==> config.mk <==
export PLATFORM = sky130hd
export DESIGN_NAME = pipe_seq_ctrl_flat
export DESIGN_NICKNAME = d
export VERILOG_FILES = /design/src/rtl/pipe_seq_ctrl_if.sv /design/src/rtl/pipe_seq_ctrl.sv /design/src/flat_wrapper.sv
export SDC_FILE = /design/constraint.sdc
export NUM_CORES = 1
export LEC_CHECK = 0
export CORE_AREA = 2 2 39 41
export CTS_BUF_LIST = sky130_fd_sc_hd__clkbuf_4
export CTS_CLUSTER_DIAMETER = 30
export DETAILED_ROUTE_END_ITERATION = 16
export DIE_AREA = 0 0 41 43
export PLACE_DENSITY_LB_ADDON = 0.05
export SYNTH_ARGS = -nofsm -noshare
export SYNTH_HDL_FRONTEND = slang
export SYNTH_SLANG_ARGS = --single-unit
==> constraint.sdc <==
create_clock -name clk -period 3.5 [get_ports clk]
set_input_delay 0.7 -clock clk [delete_from_list [all_inputs] [get_ports clk]]
set_output_delay 0.7 -clock clk [all_outputs]
set_load 0.005 [all_outputs]
==> src/rtl/pipe_seq_ctrl_if.sv <==
// Control bundle between the hazard-detection logic and the pipeline sequencer.
// Every signal is a level that is valid for the whole cycle it is driven in. There is no valid/ready handshake.
interface pipe_seq_ctrl_if;
    logic       stall_req;
    logic       md_start;
    logic       md_div;
    logic       md_use_D;
    logic       exc_req;
    logic       eret_D;
    logic       en_F;
    logic       en_D;
    logic       en_E;
    logic       flush_D;
    logic       flush_E;
    logic       flush_M;
    logic [1:0] pc_sel;
    logic       md_busy;
    logic [1:0] state;

    modport master (
        output stall_req, md_start, md_div, md_use_D, exc_req, eret_D,
        input  en_F, en_D, en_E, flush_D, flush_E, flush_M, pc_sel, md_busy, state
    );

    modport slave (
        input  stall_req, md_start, md_div, md_use_D, exc_req, eret_D,
        output en_F, en_D, en_E, flush_D, flush_E, flush_M, pc_sel, md_busy, state
    );
endinterface

==> src/rtl/pipe_seq_ctrl.sv <==
// Pipeline sequencer: stalls, flushes and next-PC selection for exceptions, eret and
// the multi-cycle HI/LO unit. The state is registered and the outputs are combinational.
module pipe_seq_ctrl #(
    parameter int MULT_CYC = 5,
    parameter int DIV_CYC  = 10
) (
    input  logic           clk,
    input  logic           reset,
    pipe_seq_ctrl_if.slave bus
);
    typedef enum logic [1:0] {
        S_RUN    = 2'b00,
        S_MDWAIT = 2'b01,
        S_EXC    = 2'b10,
        S_ERET   = 2'b11
    } state_t;

    localparam logic [1:0] PC_SEQ     = 2'b00;
    localparam logic [1:0] PC_HANDLER = 2'b01;
    localparam logic [1:0] PC_EPC     = 2'b10;

    state_t     state_q;
    state_t     state_d;
    logic [3:0] count_q;
    logic       md_busy;
    logic       md_hazard;

    logic       en_f, en_d, flush_d, flush_e, flush_m;
    logic [1:0] pc_sel;

    assign md_busy   = (count_q != 4'd0);
    assign md_hazard = bus.md_use_D & (md_busy | bus.md_start);

    always_comb begin
        state_d = state_q;
        en_f    = 1'b1;
        en_d    = 1'b1;
        flush_d = 1'b0;
        flush_e = 1'b0;
        flush_m = 1'b0;
        pc_sel  = PC_SEQ;
        // While reset is held, the outputs stay at their idle values whatever the inputs are.
        if (reset) begin
            case (state_q)
                S_RUN: begin
                    if (bus.exc_req) begin
                        flush_d = 1'b1;
                        flush_e = 1'b1;
                        flush_m = 1'b1;
                        pc_sel  = PC_HANDLER;
                        state_d = S_EXC;
                    end else if (bus.eret_D) begin
                        flush_d = 1'b1;
                        pc_sel  = PC_EPC;
                        state_d = S_ERET;
                    end else if (md_hazard) begin
                        en_f    = 1'b0;
                        en_d    = 1'b0;
                        flush_e = 1'b1;
                        state_d = S_MDWAIT;
                    end else if (bus.stall_req) begin
                        en_f    = 1'b0;
                        en_d    = 1'b0;
                        flush_e = 1'b1;
                    end
                end
                S_MDWAIT: begin
                    if (bus.exc_req) begin
                        flush_d = 1'b1;
                        flush_e = 1'b1;
                        flush_m = 1'b1;
                        pc_sel  = PC_HANDLER;
                        state_d = S_EXC;
                    end else if (md_busy) begin
                        en_f    = 1'b0;
                        en_d    = 1'b0;
                        flush_e = 1'b1;
                    end else begin
                        state_d = S_RUN;
                    end
                end
                // The fetch issued under the old PC is on the wrong path, so it is discarded.
                S_EXC: begin
                    flush_d = 1'b1;
                    state_d = S_RUN;
                end
                S_ERET: begin
                    flush_d = 1'b1;
                    if (bus.exc_req) begin
                        flush_e = 1'b1;
                        flush_m = 1'b1;
                        pc_sel  = PC_HANDLER;
                        state_d = S_EXC;
                    end else begin
                        state_d = S_RUN;
                    end
                end
                default: state_d = S_RUN;
            endcase
        end
    end

    always_ff @(posedge clk or negedge reset) begin
        if (!reset) begin
            state_q <= S_RUN;
            count_q <= 4'd0;
        end else begin
            state_q <= state_d;
            // A mult/div already in flight finishes. A new issue and exceptions do not disturb it.
            if (bus.md_start && !md_busy) begin
                count_q <= bus.md_div ? 4'(DIV_CYC) : 4'(MULT_CYC);
            end else if (md_busy) begin
                count_q <= count_q - 4'd1;
            end
        end
    end

    assign bus.en_F    = en_f;
    assign bus.en_D    = en_d;
    assign bus.en_E    = 1'b1;
    assign bus.flush_D = flush_d;
    assign bus.flush_E = flush_e;
    assign bus.flush_M = flush_m;
    assign bus.pc_sel  = pc_sel;
    assign bus.md_busy = md_busy;
    assign bus.state   = state_q;
endmodule

==> src/flat_wrapper.sv <==
// flat-port wrapper written by rule: the top's interface ports become plain ports
module pipe_seq_ctrl_flat 
#(
    parameter int MULT_CYC = 5,
    parameter int DIV_CYC  = 10
)
  (clk, reset, bus_stall_req, bus_md_start, bus_md_div, bus_md_use_D, bus_exc_req, bus_eret_D, bus_en_F, bus_en_D, bus_en_E, bus_flush_D, bus_flush_E, bus_flush_M, bus_pc_sel, bus_md_busy, bus_state);
  pipe_seq_ctrl_if bus_i ();
  input  logic clk;
  input  logic reset;
  input wire logic [$bits(bus_i.stall_req)-1:0] bus_stall_req;
  input wire logic [$bits(bus_i.md_start)-1:0] bus_md_start;
  input wire logic [$bits(bus_i.md_div)-1:0] bus_md_div;
  input wire logic [$bits(bus_i.md_use_D)-1:0] bus_md_use_D;
  input wire logic [$bits(bus_i.exc_req)-1:0] bus_exc_req;
  input wire logic [$bits(bus_i.eret_D)-1:0] bus_eret_D;
  output wire logic [$bits(bus_i.en_F)-1:0] bus_en_F;
  output wire logic [$bits(bus_i.en_D)-1:0] bus_en_D;
  output wire logic [$bits(bus_i.en_E)-1:0] bus_en_E;
  output wire logic [$bits(bus_i.flush_D)-1:0] bus_flush_D;
  output wire logic [$bits(bus_i.flush_E)-1:0] bus_flush_E;
  output wire logic [$bits(bus_i.flush_M)-1:0] bus_flush_M;
  output wire logic [$bits(bus_i.pc_sel)-1:0] bus_pc_sel;
  output wire logic [$bits(bus_i.md_busy)-1:0] bus_md_busy;
  output wire logic [$bits(bus_i.state)-1:0] bus_state;
  assign bus_i.stall_req = bus_stall_req;
  assign bus_i.md_start = bus_md_start;
  assign bus_i.md_div = bus_md_div;
  assign bus_i.md_use_D = bus_md_use_D;
  assign bus_i.exc_req = bus_exc_req;
  assign bus_i.eret_D = bus_eret_D;
  assign bus_en_F = bus_i.en_F;
  assign bus_en_D = bus_i.en_D;
  assign bus_en_E = bus_i.en_E;
  assign bus_flush_D = bus_i.flush_D;
  assign bus_flush_E = bus_i.flush_E;
  assign bus_flush_M = bus_i.flush_M;
  assign bus_pc_sel = bus_i.pc_sel;
  assign bus_md_busy = bus_i.md_busy;
  assign bus_state = bus_i.state;
  pipe_seq_ctrl #(.MULT_CYC(MULT_CYC), .DIV_CYC(DIV_CYC)) u_core (.clk(clk), .reset(reset), .bus(bus_i));
endmodule
# After elaboration in Yosys (flattened, before gate mapping)
# Cells that the tools add are included.
dict set report word_totals {
  elab_cells 57
  register_bits 6
}
dict set report classes {
  n_bitwise 2
  mux 38
  n_eq_ne 5
  n_reduce_logical 9
  n_addsub 1
}
# cell n
set ops {}
lappend ops {{two-way mux 1 bit} 21}
lappend ops {{two-way mux 2 bit} 9}
lappend ops {{two-way mux 4 bit} 3}
lappend ops {{one-hot mux 2 bit (4 select lines)} 1}
lappend ops {{one-hot mux 1 bit (3 select lines)} 2}
lappend ops {{== test 2 bit (second input constant)} 2}
lappend ops {{!= test 4 x 3 -> 1 bit (second input constant)} 1}
lappend ops {{one-hot mux 2 bit (2 select lines)} 1}
lappend ops {{nonzero test 4 bit} 1}
lappend ops {{OR reduction 2 bit} 2}
lappend ops {{subtractor 4 x 1 -> 4 bit (second input constant)} 1}
lappend ops {{!= test 3 bit (second input constant)} 1}
lappend ops {{AND reduction 3 bit} 1}
lappend ops {{OR reduction 3 bit} 1}
lappend ops {{== test 2 x 1 -> 1 bit (second input constant)} 1}
lappend ops {{zero test 2 bit} 1}
lappend ops {{one-hot mux 1 bit (2 select lines)} 1}
lappend ops {{nonzero test 2 bit} 1}
lappend ops {{bitwise AND 1 bit} 1}
lappend ops {{logical AND 1 bit} 1}
lappend ops {{zero test 1 bit} 1}
lappend ops {{bitwise OR 1 bit} 1}

# Depth between registers and ports, before layout
# Gate-level depths: netlist of the first run.
dict set report logic_depth {
  word_depth 8
  mapped_depth 7
  mapped_depth_nobuf 6
}

# Worst setup path after synthesis of the first run
# Ideal clock, no wire load.
dict set report synth_timing {
  path_kind {input-to-output}
  startpoint {input bus_md_start}
  endpoint {output bus_en_F}
  path_buffers 1
  required_ns 2.800
  t_arrival_ns 1.556
  cell_stages 4
  setup_slack_ns 1.244
  path_cell_list {or4b_4 nand3_1 a31o_1 buf_4}
}
dict set report synth_via {
  elab_chain_cells 7
}
# item line_no
set synth_rtl {}
lappend synth_rtl {{start, declared} flat_wrapper.sv:12} ;# input wire logic [$bits(bus_i.md_start)-1:0] bus_md_start;
lappend synth_rtl {{bitwise OR 1 bit} pipe_seq_ctrl.sv:32} ;# assign md_hazard = bus.md_use_D & (md_busy | bus.md_start);
lappend synth_rtl {{bitwise AND 1 bit} pipe_seq_ctrl.sv:32}
lappend synth_rtl {{two-way mux 1 bit (3 in a row)} --}
lappend synth_rtl {{one-hot mux 1 bit (2 select lines)} --}
lappend synth_rtl {{two-way mux 1 bit} --}
lappend synth_rtl {{end, declared} flat_wrapper.sv:17} ;# output wire logic [$bits(bus_i.en_F)-1:0] bus_en_F;
# Every way passes these cells.

# Worst setup path after layout of the first run
dict set report layout_timing {
  startpoint {input bus_md_start}
  endpoint {output bus_en_D}
}
dict set report layout_via {
  elab_chain_cells 7
}
# item line_no
set layout_rtl {}
lappend layout_rtl {{bitwise OR 1 bit} pipe_seq_ctrl.sv:32}
lappend layout_rtl {{bitwise AND 1 bit} pipe_seq_ctrl.sv:32}
lappend layout_rtl {{two-way mux 1 bit} pipe_seq_ctrl.sv:56} ;# end else if (md_hazard) begin
lappend layout_rtl {{two-way mux 1 bit} pipe_seq_ctrl.sv:52} ;# end else if (bus.eret_D) begin
lappend layout_rtl {{two-way mux 1 bit} pipe_seq_ctrl.sv:46} ;# if (bus.exc_req) begin
lappend layout_rtl {{one-hot mux 1 bit (2 select lines)} pipe_seq_ctrl.sv:44} ;# case (state_q)
lappend layout_rtl {{two-way mux 1 bit} pipe_seq_ctrl.sv:43} ;# if (reset) begin
lappend layout_rtl {{end, declared} flat_wrapper.sv:18} ;# output wire logic [$bits(bus_i.en_D)-1:0] bus_en_D;
# Every way passes these cells.

==> metrics.log, run 1 <==
INFO  metric cts_setup_buffers = 0
INFO  metric die_width = 41 um
INFO  metric cts_tree = built
INFO  metric power_leakage = 0.277 nW
INFO  metric cts.htree.levels = 1
INFO  metric worst_setup_hold_path_clk_slew = ~0.05 ns
INFO  metric route.detailed.vias_per_inst = 5.00
INFO  metric postSynth.topFlopCell = sky130_fd_sc_hd__dfrtp_1
INFO  metric layout_common_cells = 17 x sky130_fd_sc_hd__clkdlybuf4s50_1, 6 x sky130_fd_sc_hd__dfrtp_1, 5 x sky130_fd_sc_hd__nand2_1, 5 x sky130_fd_sc_hd__a21oi_1, 4 x sky130_fd_sc_hd__inv_1
INFO  metric maxCapViolations = 0
INFO  metric place_hpwl = 868 um
INFO  metric largest_family_of_logic_cells_by_synthesized_area = simple AND/OR/NAND/NOR gates
INFO  metric buffer_ports.inserted = 17
INFO  metric syn2layout_area_growth = 44.3%
INFO  metric final.setup.tns = 0 ns
INFO  metric grtUsageMet2 = 23.1%
INFO  metric global_route.usage.met1 = 17.9%
INFO  metric pwr_density_cell = 611 nW/um^2
INFO  metric synth-adder-area-share = 5.41%
INFO  metric final_nets = 83
INFO  metric synth_simple_gate_area_share = 27.6%
INFO  metric post_cts_resize_count = 0
INFO  metric ir_drop = 0.415 mV
INFO  metric die_height = 43 um
INFO  metric vias = 435
INFO  metric timing.critical_path.slowest_stage_cell = sky130_fd_sc_hd__or4b_4
INFO  metric synth_seq_area_share = 32.4%
INFO  metric clkLatencyLatePin = about 0.24 ns
INFO  metric clock_tree.root_cell = sky130_fd_sc_hd__clkbuf_4
INFO  metric synth_cells = 52
INFO  metric fmaxAchievable = 315 MHz
INFO  metric numCtsBuffers = 3
INFO  metric fin_worst_skew = about 0.0049 ns
INFO  metric synthXorXnorAreaFrac = 1.89%
INFO  metric worstSetupPathType = input pin to output port
INFO  metric setup.worst_path.start_class = input pin
INFO  metric n_antenna_cell = 0
INFO  metric design.core.area = 1380 um^2
INFO  metric gr-usage-all-layers = 14.7%
INFO  metric total_gr_overflow = 0
INFO  metric crit_path_frequent_cell = sky130_fd_sc_hd__clkdlybuf4s50_1
INFO  metric cp.arrival = 2.47 ns
INFO  metric hold_path_class = flop to flop
INFO  metric grt_most_used_layer = met2
INFO  metric drive_gt1_share = 11.3%
INFO  metric cts-hold-fix-buffers = 0
INFO  metric yosys.cell_types.count = 27
INFO  metric critical_path_sink_type = output port
INFO  metric setup_viol_count_final = 0
INFO  metric route.final.wire_length = 1.08 mm
INFO  metric synth_nets = 62
INFO  metric global_route_wire_length_before_repair = 1.77 mm
INFO  metric synth_edf_count = 0
INFO  metric clkSinkCount = 6
INFO  metric hold_viol_final = 0
INFO  metric synth.ff_latch_count = 6
INFO  metric cts-root-to-sink-buffers = 2
INFO  metric yosysTopAreaCell = sky130_fd_sc_hd__dfrtp_1
INFO  metric cell_breakdown_of_the_critical_path = clkdlybuf4s50_1, or4b_4, nand3_1, a31o_1, clkdlybuf4s50_1
INFO  metric dp_cells = 84
INFO  metric crit_path_max_incr_delay = 0.51 ns
INFO  metric timing_max_transition_violations_final = 0
INFO  metric worst-endpoint-required = 2.80 ns
INFO  metric cell_area_after_synthesis = 463 um^2
INFO  metric dr.pass1.iters = 3
INFO  metric netlist_top_cells_area = sky130_fd_sc_hd__dfrtp_1 32%, sky130_fd_sc_hd__a21oi_1 5.4%, sky130_fd_sc_hd__ha_1 5.4%
INFO  metric synthesis.area_per_instance = 8.90 um^2
INFO  metric rsz_0062_raised_after_global_routing = false
INFO  metric gp_congestion = 0.707
INFO  metric yosysTopAreaCellShare = 32.4%
INFO  metric synth.area.mux_share = 2.43%
INFO  metric io-pin-count = 19
INFO  metric avgRoutedWirePerCell = 12.4 um
INFO  metric drc_errors = 0
INFO  metric stdcell_count = just under 90
INFO  metric floorplan.rows = 14
INFO  metric critPathMaxFanout = 6
INFO  metric via_count_of_the_first_global_routing_pass = 423
INFO  metric reg2reg_slack = roughly 1.9 ns
INFO  metric grt_max_degree = 14
INFO  metric globalRouteMet3Util = 5.76%
INFO  metric starting_density_of_the_core = about a third
INFO  metric antenna_found_initial = 0
INFO  metric mostFrequentLayoutCell = sky130_fd_sc_hd__clkdlybuf4s50_1
INFO  metric drt.antenna.violating_nets = 0
INFO  metric drt_first_iter_violations = 6
INFO  metric outcome = complete, no violations
INFO  metric period_utilization = between 90 and 100%
INFO  metric synth_compound_gate_area_share = a little under a quarter
INFO  metric synth_warnings = 0
INFO  metric die_area = 1760 um^2
INFO  metric asyncSetResetFlopFracSynth = 100%
INFO  metric post-route-min-period = 3.17 ns
path summary, 6_finish.rpt:
path / from / end / cells past startpoint
max: bus_md_start / bus_en_D / 5
min: u_core.count_q[3] / u_core.count_q[3] / 1
max reg2reg: u_core.count_q[0] / u_core.bus.state[0] / 6
min reg2reg: u_core.count_q[3] / u_core.count_q[3] / 1
max in group asynchronous: reset / u_core.count_q[0] / 2
min in group asynchronous: reset / u_core.count_q[1] / 2
worst max-delay path: cells and delay by family:
| kind | cells | cell delay [ns] |
|---|---|---|
| buffers and inverters | 2 | 0.98 |
| AND/OR/NAND/NOR | 2 | 0.63 |
| AO/OA/AOI/OAI | 1 | 0.16 |
synth_stat cells (all sizes together) (2+ instances only):
master / instances
dfrtp: 6
a21oi: 5
nand2: 5
inv: 4
nor2b: 3
a21boi: 2
buf: 2
ha: 2
nand4b: 2
nor2: 2
o21ai: 2
o31ai: 2
where the power goes:
group          internal (mW)  switching (mW)  total, mW
registers              0.102          0.0434      0.146
clock network         0.0388          0.0257     0.0646
logic                  0.112          0.0857      0.198
total                  0.254           0.155      0.408
flip-flops by register name, indices dropped and copies added, names as in the netlist:
| signal | count |
|---|---|
| u_core.bus.state | 2 |
| u_core.count_q | 4 |
area by class of cell:
cell class,instances,area [um^2]
Fill cell,154,716
Multi-Input combinational cell,40,283
Timing Repair Buffer,18,178
Sequential cell,6,150
Clock buffer,3,22.5
Tap cell,16,20.0
Inverter,4,15.0
stage by stage:
step | worst slack, ns | utilization, % | hold slack [ns] | power, mW | instance area (um^2)
floorplan | 1.24 | - | 0.404 | 0.261 | 463
global placement | 0.317 | 46.7 | 0.538 | 0.348 | 646
detailed placement | 0.315 | 46.7 | 0.530 | 0.348 | 646
CTS | 0.315 | 48.3 | 0.547 | 0.415 | 668
global route | 0.242 | 48.3 | 0.571 | 0.449 | 668
finish | 0.326 | 48.3 | 0.543 | 0.408 | 668
logic make-up (layout without fill, tap and decap cells):
group | after synthesis | count (layout)
DFF | 6 | 6
buffers and inverters | 6 | 25
and+or+nand+nor | 19 | 19
AOI/OAI and AO/OA | 16 | 16
muxes | 1 | 1
adders and majority gates | 2 | 2
other | 1 | 1
xor gates and xnor gates | 1 | 1
routing by layer:
layer | up-vias | share of wire, %
li1 | 227 | -
met1 | 191 | 41
met2 | 15 | 49
met3 | 2 | 9.1
met4 | 0 | 0.55
met5 | - | 0
(Power assumes the default switching activity.)
==> run 2, diff against run 1 <==
--- a/config.mk
+++ b/config.mk
@@ -6,7 +6,6 @@
 export NUM_CORES = 1
 export LEC_CHECK = 0
 export CORE_AREA = 2 2 39 41
-export CTS_BUF_LIST = sky130_fd_sc_hd__clkbuf_4
 export CTS_CLUSTER_DIAMETER = 30
 export DETAILED_ROUTE_END_ITERATION = 16
 export DIE_AREA = 0 0 41 43
==> results of run 2 <==
Same layout as run 1: the final DEF is identical, and so are final timing and power.
